==> src/rtl/cdr_pkg.sv <==
// Shared CDR types and arithmetic helpers (sign, symmetric saturation).
// Pure definitions; no latency, no backpressure.
package cdr_pkg;

   localparam int NBIT = 6;
   localparam int NSEL = 2;

   typedef enum logic {ACQ, TRACK} cdr_state_t;
   typedef logic [NBIT+NSEL-1:0] phase_t;

   function automatic int sgn(input int v);
      if (v > 0) return 1;
      if (v < 0) return -1;
      return 0;
   endfunction

   function automatic int sat(input int v, input int lim);
      if (v > lim) return lim;
      if (v < -lim) return -lim;
      return v;
   endfunction

endpackage

==> src/rtl/cdr_vote_dec.sv <==
// Sums DEC early/late votes and strobes dec with d = sign(sum) on the DEC-th counted vote.
// Decision is combinational with the last vote; no backpressure, freeze holds the partial sum.
module cdr_vote_dec
   import cdr_pkg::*;
#(
   parameter int DEC = 4
) (
   input  logic              clk,
   input  logic              rstn,
   input  logic              vld,
   input  logic              up,
   input  logic              dn,
   input  logic              freeze,
   output logic              dec,
   output logic signed [1:0] d
);

   localparam int CW = (DEC > 1) ? $clog2(DEC) : 1;
   localparam int SW = $clog2(DEC + 1) + 1;

   logic [CW-1:0]        cnt;
   logic signed [SW-1:0] sum;
   logic signed [SW-1:0] sum_nxt;
   logic signed [1:0]    e;
   logic                 cnt_en;

   always_comb begin
      cnt_en  = vld & ~freeze;
      e       = 2'sb00;
      if (up & ~dn)
         e = 2'sb01;
      else if (dn & ~up)
         e = 2'sb11;
      sum_nxt = sum + SW'(e);
      dec     = cnt_en && (cnt == CW'(DEC - 1));
      d       = 2'(sgn(int'(sum_nxt)));
   end

   always_ff @(posedge clk) begin
      if (!rstn) begin
         cnt <= '0;
         sum <= '0;
      end else if (cnt_en) begin
         if (dec) begin
            cnt <= '0;
            sum <= '0;
         end else begin
            cnt <= cnt + 1'b1;
            sum <= sum_nxt;
         end
      end
   end

endmodule

==> src/rtl/cdr_phase_ctl.sv <==
// CDR loop filter: PI phase accumulator with ACQ->TRACK gain sequencing; ctl/sel/upd 1 cycle after the deciding vote.
// No backpressure: every vote is consumed; freeze holds all state and forces upd low.
module cdr_phase_ctl
   import cdr_pkg::*;
#(
   parameter int Nbit     = NBIT,
   parameter int Nsel     = NSEL,
   parameter int Nint     = 12,
   parameter int DEC      = 4,
   parameter int KP_ACQ   = 4,
   parameter int KP_TRK   = 1,
   parameter int KI_SHIFT = 4,
   parameter int ACQ_LEN  = 16,
   parameter int INIT     = 0
) (
   input  logic            clk,
   input  logic            rstn,
   input  logic            vld,
   input  logic            up,
   input  logic            dn,
   input  logic            freeze,
   output logic [Nbit-1:0] ctl,
   output logic [Nsel-1:0] sel,
   output logic            upd,
   output logic            locked
);

   localparam int PW   = Nbit + Nsel;
   localparam int KPW  = $clog2(KP_ACQ) + 2;
   localparam int IPW  = Nint - KI_SHIFT + 1;
   localparam int STW  = (KPW > IPW) ? KPW : IPW;
   localparam int IMAX = 2**(Nint - 1) - 1;
   localparam int ACW  = $clog2(ACQ_LEN + 1);

   cdr_state_t           state, state_nxt;
   logic signed [Nint-1:0] integ, integ_nxt;
   logic [PW-1:0]        phase, phase_nxt;
   logic [ACW-1:0]       acq_cnt, acq_cnt_nxt;
   logic signed [STW-1:0] step;
   logic                 upd_nxt;
   logic                 dec;
   logic signed [1:0]    d;
   int                   integ_sum;
   int                   step_i;

   cdr_vote_dec #(.DEC(DEC)) u_vote (
      .clk    (clk),
      .rstn   (rstn),
      .vld    (vld),
      .up     (up),
      .dn     (dn),
      .freeze (freeze),
      .dec    (dec),
      .d      (d)
   );

   always_comb begin
      state_nxt   = state;
      integ_nxt   = integ;
      acq_cnt_nxt = acq_cnt;
      integ_sum   = int'(integ);
      step_i      = 0;
      if (dec) begin
         if (state == ACQ) begin
            step_i      = int'(d) * KP_ACQ;
            acq_cnt_nxt = acq_cnt + 1'b1;
            // Ties still count toward the acquisition window.
            if (acq_cnt == ACW'(ACQ_LEN - 1))
               state_nxt = TRACK;
         end else begin
            integ_sum = sat(int'(integ) + int'(d), IMAX);
            integ_nxt = Nint'(integ_sum);
            step_i    = int'(d) * KP_TRK + (integ_sum >>> KI_SHIFT);
         end
      end
      step      = STW'(step_i);
      phase_nxt = phase + PW'(step);
      upd_nxt   = (step != '0);
   end

   always_ff @(posedge clk) begin
      if (!rstn) begin
         state   <= ACQ;
         integ   <= '0;
         phase   <= PW'(INIT);
         acq_cnt <= '0;
         upd     <= 1'b0;
      end else begin
         state   <= state_nxt;
         integ   <= integ_nxt;
         phase   <= phase_nxt;
         acq_cnt <= acq_cnt_nxt;
         upd     <= upd_nxt;
      end
   end

   assign ctl    = phase[Nbit-1:0];
   assign sel    = phase[PW-1:Nbit];
   assign locked = (state == TRACK);

endmodule
==> config.mk <==
export PLATFORM = sky130hd
export DESIGN_NAME = cdr_phase_ctl
export DESIGN_NICKNAME = d
export VERILOG_FILES = /design/src/rtl/cdr_pkg.sv /design/src/rtl/cdr_vote_dec.sv /design/src/rtl/cdr_phase_ctl.sv
export SDC_FILE = /design/constraint.sdc
export NUM_CORES = 1
export LEC_CHECK = 0
export CORE_UTILIZATION = 61
export DETAILED_ROUTE_END_ITERATION = 10
export PLACE_DENSITY_LB_ADDON = 0.2
export SETUP_SLACK_MARGIN = 0.02
export SLEW_MARGIN = 40
export SYNTH_ARGS = -nofsm -noshare
export SYNTH_HDL_FRONTEND = slang
export SYNTH_SLANG_ARGS = --single-unit
==> constraint.sdc <==
create_clock -name clk -period 10.39 [get_ports clk]
set_clock_uncertainty 0.1 [all_clocks]
set_input_delay 3.117 -clock clk [delete_from_list [all_inputs] [get_ports clk]]
set_output_delay 3.117 -clock clk [all_outputs]
set_load 0.1 [all_outputs]
* Yosys cells after proc, flatten, opt, wreduce, memory -nomap -nowiden
Index checks and enable logic that the tools add are counted.
** Storage, ports and cells
- Input port bits :: 6
- Output and inout port bits :: 10
- Word-level logic and storage cells :: 58
- Flip-flop bits (word level) :: 33
** Cells by class
- Bitwise logic cells :: 7
- Reduce and logical (&&, ||, !) cells :: 4
- Add/sub/neg operators :: 6
- $lt $le $gt $ge :: 4
- Mux-type cells :: 28
- Equal/unequal tests :: 2
** Operators with widths (count)
- 13-bit two-way mux :: 5
- 9-bit two-way mux :: 2
- 12-bit by 2-bit adder with 13-bit output :: 1
- 13-bit by 12-bit greater-than comparator with 1-bit output (second input constant) :: 1
- 13-bit by 12-bit < comparator with 1-bit output (second input constant) :: 1
- 1-bit two-way mux :: 13
- 2-bit two-way mux :: 6
- 11-bit two-way mux :: 1
- 2-bit by 9-bit adder with 9-bit output :: 1
- 9-bit nonzero test :: 1
- 8-bit adder :: 1
- 5-bit by 1-bit adder with 5-bit output (second input constant) :: 1
- 5-bit by 4-bit == test with 1-bit output (second input constant) :: 1
- 4-bit by 2-bit adder with 4-bit output :: 1
- 4-bit by 1-bit greater-than comparator with 1-bit output (second input constant) :: 1
- 4-bit by 1-bit < comparator with 1-bit output (second input constant) :: 1
- 4-bit two-way mux :: 1
- 1-bit NOT :: 4
- 2-bit AND reduction :: 2
- 1-bit AND :: 3
- 2-bit by 1-bit adder with 2-bit output (second input constant) :: 1
- 2-bit == test (second input constant) :: 1
- 1-bit logical AND :: 1

* Depth between registers and ports, before layout
Gate-level depths: netlist of the first run.
- Word-level depth :: 26
- Depth in mapped cells :: 35
- Depth with buffers taken out :: 34

* By module
A second synthesis of the first run with hierarchy kept.
** Unflattened totals
- Cells, all modules :: 340
- Area total of the unflattened synthesis :: 2879.0 um^2
** Modules (own cells, without submodules)
- cdr_phase_ctl :: cells each 288, area an instance 2444.8 um^2, instances 1, sequential area each 540.5 um^2
- cdr_vote_dec :: cells each 52, area an instance 434.2 um^2, instances 1, sequential area each 120.1 um^2

* Worst setup path after synthesis of the first run
No wires, ideal clock.
- Path kind :: input-to-reg
- Start point :: input port up
- End point :: register phase[7]
- Stages :: 32
- Library setup time :: 0.128 ns
- Buffers on the path :: 1
- Arrival :: 9.412 ns
- Slack :: 0.750 ns
- Required time :: 10.162 ns
- Path through :: inv_1 -> ha_1 -> inv_1 -> ha_1 -> nor2b_1 -> o211ai_1 -> a21oi_1 -> nor2b_1 -> inv_1 -> nor4_1 -> inv_1 -> ha_1 -> fa_1 -> a21o_1 -> a221oi_4 -> or3_1 -> a21oi_2 -> clkbuf_1 -> maj3_1 -> ha_1 -> inv_1 -> fa_1 -> or3_1 -> inv_1 -> ha_1 -> a21o_1 -> a21oi_1 -> o21ai_0 -> o41ai_1 -> xnor2_1 -> xnor2_1 -> nor2_1
** On the way
- Longest elaborated chain between the ends :: 24
- Elaborated cells between the ends (all ways) :: 35
- Classes of those cells :: 4 x add/sub; 4 x order compare; 24 x mux; 3 x bitwise
** Ends and longest elaborated chain
- from (decl) :: RTL line cdr_phase_ctl.sv:19 : input logic up,
- 1-bit NOT :: RTL line cdr_vote_dec.sv:32 : else if (dn & ~up)
- 1-bit AND :: RTL line cdr_vote_dec.sv:32
- 2-bit two-way mux :: RTL line cdr_vote_dec.sv:32
- 2-bit two-way mux * :: RTL line cdr_vote_dec.sv:30 : if (up & ~dn)
- 4-bit by 2-bit adder with 4-bit output * :: RTL line cdr_vote_dec.sv:34 : sum_nxt = sum + SW'(e);
- 4-bit by 1-bit greater-than comparator with 1-bit output / 4-bit by 1-bit < comparator with 1-bit output (equally long branches) :: RTL line cdr_pkg.sv:12, cdr_pkg.sv:13
- 1-bit two-way mux, on equally long branches :: RTL line cdr_pkg.sv:12, cdr_pkg.sv:13
- 2-bit two-way mux / 1-bit two-way mux (equally long branches) :: RTL line cdr_pkg.sv:13 : if (v < 0) return -1;
- [8 not listed]
- 13-bit two-way mux :: RTL line cdr_pkg.sv:20 : return v;
- 13-bit two-way mux :: RTL line cdr_pkg.sv:19 : if (v < -lim) return -lim;
- 13-bit two-way mux :: RTL line cdr_phase_ctl.sv:64 : if (state == ACQ) begin
- 13-bit two-way mux :: RTL line cdr_phase_ctl.sv:63 : if (dec) begin
- 2-bit by 9-bit adder with 9-bit output :: RTL line cdr_phase_ctl.sv:73 : step_i = int'(d) * KP_TRK + (integ_sum >>> KI_SHIFT);
- 9-bit two-way mux * :: RTL line cdr_phase_ctl.sv:64
- 9-bit two-way mux * :: RTL line cdr_phase_ctl.sv:63
- 8-bit adder * :: RTL line cdr_phase_ctl.sv:77 : phase_nxt = phase + PW'(step);
- to (signal assigned) :: RTL line cdr_phase_ctl.sv:85 : phase <= PW'(INIT);
- to (signal assigned) :: RTL line cdr_phase_ctl.sv:91 : phase <= phase_nxt;
- to (decl) :: RTL line cdr_phase_ctl.sv:37 : logic [PW-1:0] phase, phase_nxt;
Mark *: on every way between the ends. The rest lies on a longest branch, timed or not. The select of a mux whose other input is x is not followed.
A chain may end at the register's enable or synchronous reset.

* Worst setup path in the final report of the first run
Same ends and word-level chain as after synthesis.

==> impl_metrics.py, run 1 <==
metrics = {
    "status": {
        "status": "finished with violations",
        "violations": "design-rule violations",
    },
    "timing": {
        "timing.final.crit_share_pct": 93.22,
        "drv_slew": 0,
        "final-hold-violation-count": 0,
        "final-setup-viol-count": 0,
        "post-route-min-period_ns": 9.686,
        "fmax_mhz": 103.2,
        "hold_ws_ns": 0.3598,
        "slew_headroom_pct": 48.13,
        "worst_pin_slew_ns": 0.7679,
        "fin_setup_tns_ns": 0,
        "final.setup.worst_slack_ns": 0.7040,
        "rsz0062_at_grt": "false",
    },
    "setup_path": {
        "r2r_slack_ns": 3.97,
        "critPathKind": "input pin to flop",
        "r2r-end": "phase[7]",
        "crit_path_max_fanout": 4,
        "arrival_ns": 9.74,
        "max_stage_delay_ns": 0.45,
        "worstSetupEndpointType": "flop",
        "cp-start-kind": "input pin",
        "critical_path_required_ns": 10.44,
        "rr_startpoint": "u_vote.sum[2]",
        "r2r_cells": 27,
        "cp_slowest_cell": "clkdlybuf4s50_1",
    },
    "finish": {
        "fillCellCount": 357,
        "multiInputGateArea_sq_um": 2091,
        "seq_area_sq_um": 660.6,
        "num-nets-final": 417,
        "antenna_cells": 0,
        "layout_common_cells": "nor2_1 (42), ha_1 (35), a21oi_1 (34)",
        "drive_above_1_share_pct": 8.043,
        "final_core_util_pct": 69.76,
        "design_area_sq_um": 3100,
        "area_growth_pct": 8.068,
        "layout_commonest_cell": "nor2_1",
    },
    "hold_path": {
        "whs_endpoint": "u_vote.cnt[1]",
        "holdCritStartpoint": "u_vote.cnt[1]",
        "hp-class": "flop to flop",
        "hold_depth": 2,
    },
    "floorplanning": {
        "core-area_sq_um": 4444,
        "dieHeight_microns": 70.58,
        "floorplan.initialDensity_pct": 64.56,
        "rows": 24,
        "io_pins": 16,
        "die_w_microns": 70.58,
        "dieArea_sq_um": 4982,
    },
    "clocking": {
        "cts_buffers": 5,
        "ctsHoldBuffers": 0,
        "clockRootBuffer": "clkbuf_8",
        "clock_latency_ns": 0.28,
        "htree_levels": 2,
        "cts_tree": "yes",
        "cts_resized": 0,
        "postCtsSetupBuffers": 0,
        "cts_sinks": 33,
        "clock_path_buffers": 2,
        "cts.clk_slew.worst_paths_ns": 0.07,
    },
    "logic_synthesis": {
        "async_flop_share_pct": 0,
        "syn_area_sq_um": 2869,
        "syn_nets": 403,
        "synth_top_cell_area_share_pct": 23.03,
        "ys_seq_elements": 33,
        "synth_edf_count": 0,
        "syn_area_per_cell_sq_um": 7.992,
        "synthTopCellsByArea": "dfxtp_1 (23%), ha_1 (15%), a21oi_1 (5.9%), nor2_1 (5.5%), xnor2_1 (3.7%)",
        "syn_inst": 359,
        "ys_seq_area_share_pct": 23.03,
        "synth_largest_area_cell": "dfxtp_1",
        "synth_ff_type": "dfxtp_1",
        "yosysWarnings": 0,
        "synth_cell_types": 54,
    },
    "pwr": {
        "p_per_area_nw_per_um2": 106.1,
        "ir_drop_mv": 0.07570,
        "leakagePower_nw": 1.409,
    },
    "routing": {
        "drc_errors": 4,
        "routed_via_density": 6.160,
        "detail_route.first_pass.iterations": 7,
        "via_count": 2618,
        "wl_per_cell_microns": 15.53,
        "finalWirelength_mm": 6.602,
        "drtIter0Drc": 225,
        "ant_nets": 0,
    },
    "placement": {
        "placed_area_sq_um": 3008,
        "gp_congestion": 0.9187,
        "dpl.hpwl_mm": 5.138,
        "portBuffers": 15,
        "dp_slack_ns": 0.3177,
    },
    "global_routing": {
        "track_usage_pct": 28.25,
        "grt_pass1_vias": 2510,
        "grt_max_degree": 23,
        "grt-ovfl-total": 0,
        "antenna_found_initial": 0,
        "grt_pass1_wl_mm": 11.27,
    },
    "run": {
        "drv_cap": 0,
    },
}
==> worst max-delay path by stage <==
stage / from / endpoint
2_1_floorplan: up / phase[7]
3_3_place_gp: up / phase[7]
3_5_place_dp: up / phase[7]
4_1_cts: up / phase[7]
5_1_grt: up / phase[7]
6_report: up / phase[7]
==> registers in the layout, indices dropped and copies added (netlist names) <==
| register | count |
|---|---|
| acq_cnt | 5 |
| integ | 12 |
| locked | 1 |
| phase | 8 |
| u_vote.cnt | 2 |
| u_vote.sum | 4 |
| upd | 1 |
==> critical path, delay by kind of cell <==
| family | cells | cell delay [ns] |
|---|---|---|
| compound gates | 9 | 1.79 |
| xor+xnor | 2 | 0.32 |
| fa+ha+maj | 8 | 2.49 |
| buf+inv | 6 | 0.87 |
| simple gates | 5 | 1.12 |
==> cells in the mapped netlist, types with 2 or more instances <==
master    instances
a21oi_1          34
nand2b_1          2
nor3_1           10
o21ai_0          19
a22oi_1           2
fa_1              3
ha_1             35
a211o_1           2
o41ai_1           2
and3_1            9
nor2_1           42
o31a_1            2
a211oi_1          6
o21ba_2           4
o31ai_1           3
xnor2_1          12
maj3_1            4
nor2b_1           8
o21a_1            5
and2_1            6
clkbuf_1         10
nand4_1           3
o22ai_1           3
nand3_1           7
or3_1             3
a21o_1           11
dfxtp_1          33
inv_1            20
nand2_1          19
a31oi_1           4
o21bai_1          3
xor2_1           11
==> metal layers <==
layer | global-route usage (%) | wire, microns | vias up
met5 | 0 | 0 | -
met4 | 6.444 | 67 | 0
met3 | 6.268 | 383 | 9
met2 | 45.42 | 3083 | 65
met1 | 39.02 | 3068 | 1208
li1 | - | - | 1336
==> logic make-up (layout without fill, tap and decap cells) <==
logic type / Yosys count / after routing / synth area share [%]
flops: 33 / 33 / 23.03
xor+xnor: 23 / 23 / 7.021
fa+ha+maj: 42 / 42 / 18.75
simple gates: 116 / 116 / 19.63
mux: 2 / 2 / 0.7414
buf+inv: 31 / 45 / 4.318
compound gates: 112 / 112 / 26.52
==> area by class of cell <==
class	instances	area share (%)
sequential	33	21.31
multi-input combinational	295	67.43
clock buffer	7	2.785
timing repair buffer	18	3.955
inverter	20	2.421
tap	52	2.098
==> power breakdown <==
part | switching (mW) | internal, mW | total [mW] | leakage (nW)
Clock | 0.0454 | 0.0525 | 0.0980 | 0.0443
Combinational | 0.0612 | 0.0412 | 0.102 | 1.10
Sequential | 0.000905 | 0.128 | 0.129 | 0.266
==> metrics by stage <==
| step | power (mW) | cells |
|---|---|---|
| after floorplan | 0.2079 | 359 |
| after global placement | 0.2276 | 418 |
| after CTS | 0.3271 | 425 |
| after global routing | 0.3468 | 425 |
| after detailed placement | 0.2299 | 418 |
| final | 0.3290 | 425 |
Power figures use the tool's default switching activity.
==> inputs of run 2 (changes only) <==
--- a/config.mk
+++ b/config.mk
@@ -5,6 +5,7 @@
 export SDC_FILE = /design/constraint.sdc
 export NUM_CORES = 1
 export LEC_CHECK = 0
+export CORE_MARGIN = 10
 export CORE_UTILIZATION = 61
 export DETAILED_ROUTE_END_ITERATION = 10
 export PLACE_DENSITY_LB_ADDON = 0.2
==> impl_metrics.py, run 2 (synthesized netlist as in run 1, its figures left out) <==
metrics = {
    "status": {
        "status": "finished clean",
    },
    "placement": {
        "placed_area_sq_um": 3008,
        "gp_congestion": 0.8876,
        "dpl.hpwl_mm": 5.162,
        "portBuffers": 15,
    },
    "pwr": {
        "p_per_area_nw_per_um2": 118.7,
        "power_frac_seq_pct": 34.3,
        "p_sw_share_pct": 29.55,
        "p_switching_mw": 0.1108,
        "p_int_mw": 0.2640,
        "ir_drop_mv": 0.09254,
        "leakagePower_nw": 1.445,
        "p_clk_share_pct": 38.5,
        "p_comb_share_pct": 27.2,
    },
    "timing": {
        "slew_headroom_pct": 50.68,
        "worst_pin_slew_ns": 0.7371,
        "final-hold-violation-count": 0,
        "final-setup-viol-count": 0,
        "drv_slew": 0,
        "post-route-min-period_ns": 9.746,
        "timing.final.crit_share_pct": 93.80,
        "rsz0062_at_grt": "false",
        "fmax_mhz": 102.6,
        "fin_setup_tns_ns": 0,
    },
    "routing": {
        "wl_per_cell_microns": 15.70,
        "drtIter0Drc": 173,
        "via_count": 2638,
        "finalWirelength_mm": 6.689,
        "ant_nets": 0,
        "drc_errors": 0,
        "routed_via_density": 6.192,
        "detail_route.first_pass.iterations": 4,
    },
    "finish": {
        "antenna_cells": 0,
        "layout_common_cells": "nor2_1 (42), ha_1 (35), a21oi_1 (34)",
        "drive_above_1_share_pct": 9.091,
        "num-nets-final": 417,
        "seq_area_sq_um": 660.6,
        "multiInputGateArea_sq_um": 2101,
        "biggestRegsByFlops": "integ x12, phase x8, acq_cnt x5",
        "area_growth_pct": 10.07,
        "final_core_util_pct": 71.06,
        "layout_commonest_cell": "nor2_1",
        "fillCellCount": 359,
        "design_area_sq_um": 3158,
        "regMostFlops": "integ",
        "largest_register_ffs": 12,
    },
    "clocking": {
        "clock_path_buffers": 2,
        "clock_latency_ns": 0.29,
        "cts.clk_slew.worst_paths_ns": 0.07,
        "cts_tree": "yes",
        "clockRootBuffer": "clkbuf_8",
        "ctsHoldBuffers": 0,
        "cts_sinks": 33,
        "postCtsSetupBuffers": 0,
        "htree_levels": 2,
        "cts_resized": 0,
        "cts_buffers": 5,
    },
    "global_routing": {
        "antenna_found_initial": 0,
        "grt-ovfl-total": 0,
        "track_usage_pct": 17.67,
        "grt_max_degree": 23,
        "grt_pass1_vias": 2515,
        "grt_pass1_wl_mm": 11.36,
    },
    "setup_path": {
        "r2r_slack_ns": 3.91,
        "rr_startpoint": "u_vote.sum[2]",
        "crit_path_max_fanout": 14,
        "r2r_cells": 27,
        "max_stage_delay_ns": 0.45,
        "critical_path_required_ns": 10.44,
        "worstSetupEndpointType": "flop",
        "critPathKind": "input pin to flop",
        "cp-start-kind": "input pin",
        "r2r-end": "phase[7]",
        "arrival_ns": 9.80,
        "cp_slowest_cell": "clkdlybuf4s50_1",
    },
    "floorplanning": {
        "floorplan.initialDensity_pct": 64.56,
        "dieHeight_microns": 88.58,
        "io_pins": 16,
        "core-area_sq_um": 4444,
        "die_w_microns": 88.58,
        "dieArea_sq_um": 7846,
        "rows": 24,
    },
    "run": {
        "drv_cap": 0,
    },
    "hold_path": {
        "hp-class": "flop to flop",
        "whs_endpoint": "u_vote.cnt[1]",
        "hold_depth": 2,
        "holdCritStartpoint": "u_vote.cnt[1]",
    },
}
run 2: cell types whose count changed in the layout (fill, tap and decap cells not counted), sizes merged:
| cell | before | now |
|---|---|---|
| bufinv | 0 | 2 |
| clkinv | 0 | 1 |
| clkbuf | 7 | 5 |
run 2: final cells by class:
type | count | share of cell area, %
clock buffers | 5 | 2.179
well taps | 52 | 2.060
multi-input cells | 295 | 66.52
flip-flops and latches | 33 | 20.92
repair buffers | 18 | 3.883
inverters | 20 | 2.377
clock inverters | 3 | 2.060
run 2: how the worst max path moves through the flow:
stage,cells past startpoint,start,end
final,30,up,phase[7]
after global routing,32,up,phase[7]
after CTS,32,up,phase[7]
after detailed placement,32,up,phase[7]
after global placement,32,up,phase[7]
after floorplan,32,up,phase[7]
run 2: stage by stage:
stage | setup WS [ns] | instances | power (mW) | hold slack [ns]
floorplan | 0.7500 | 359 | 0.2079 | 0.3400
global placement | 0.4401 | 418 | 0.2271 | 0.3480
detailed placement | 0.1535 | 418 | 0.2295 | 0.3586
CTS | 0.4308 | 426 | 0.3731 | 0.3692
global route | 0.1121 | 426 | 0.3939 | 0.4017
finish | 0.6441 | 426 | 0.3748 | 0.3677
run 2: power groups by stage:
| stage | sequential (mW) | clock (mW) | combinational, mW |
|---|---|---|---|
| after floorplan | 0.131 | 0 | 0.0764 |
| after CTS | 0.129 | 0.145 | 0.0998 |
| after detailed placement | 0.131 | 0 | 0.0980 |
| after global routing | 0.129 | 0.152 | 0.114 |
| final | 0.129 | 0.144 | 0.102 |
| after global placement | 0.131 | 0 | 0.0956 |
run 2: routing by layer:
layer,share of wire (%),global-route usage [%]
met1,46,23.24
met2,46,28.60
met3,6.9,3.493
met4,0.84,4.993
met5,0,0
run 2: critical path, delay by kind of cell:
| kind | cells | cell delay, ns |
|---|---|---|
| XOR/XNOR | 2 | 0.32 |
| adder cells (fa/ha/maj) | 8 | 2.53 |
| AND/OR/NAND/NOR | 5 | 1.10 |
| AO/OA/AOI/OAI | 9 | 1.88 |
| buffers and inverters | 6 | 0.84 |
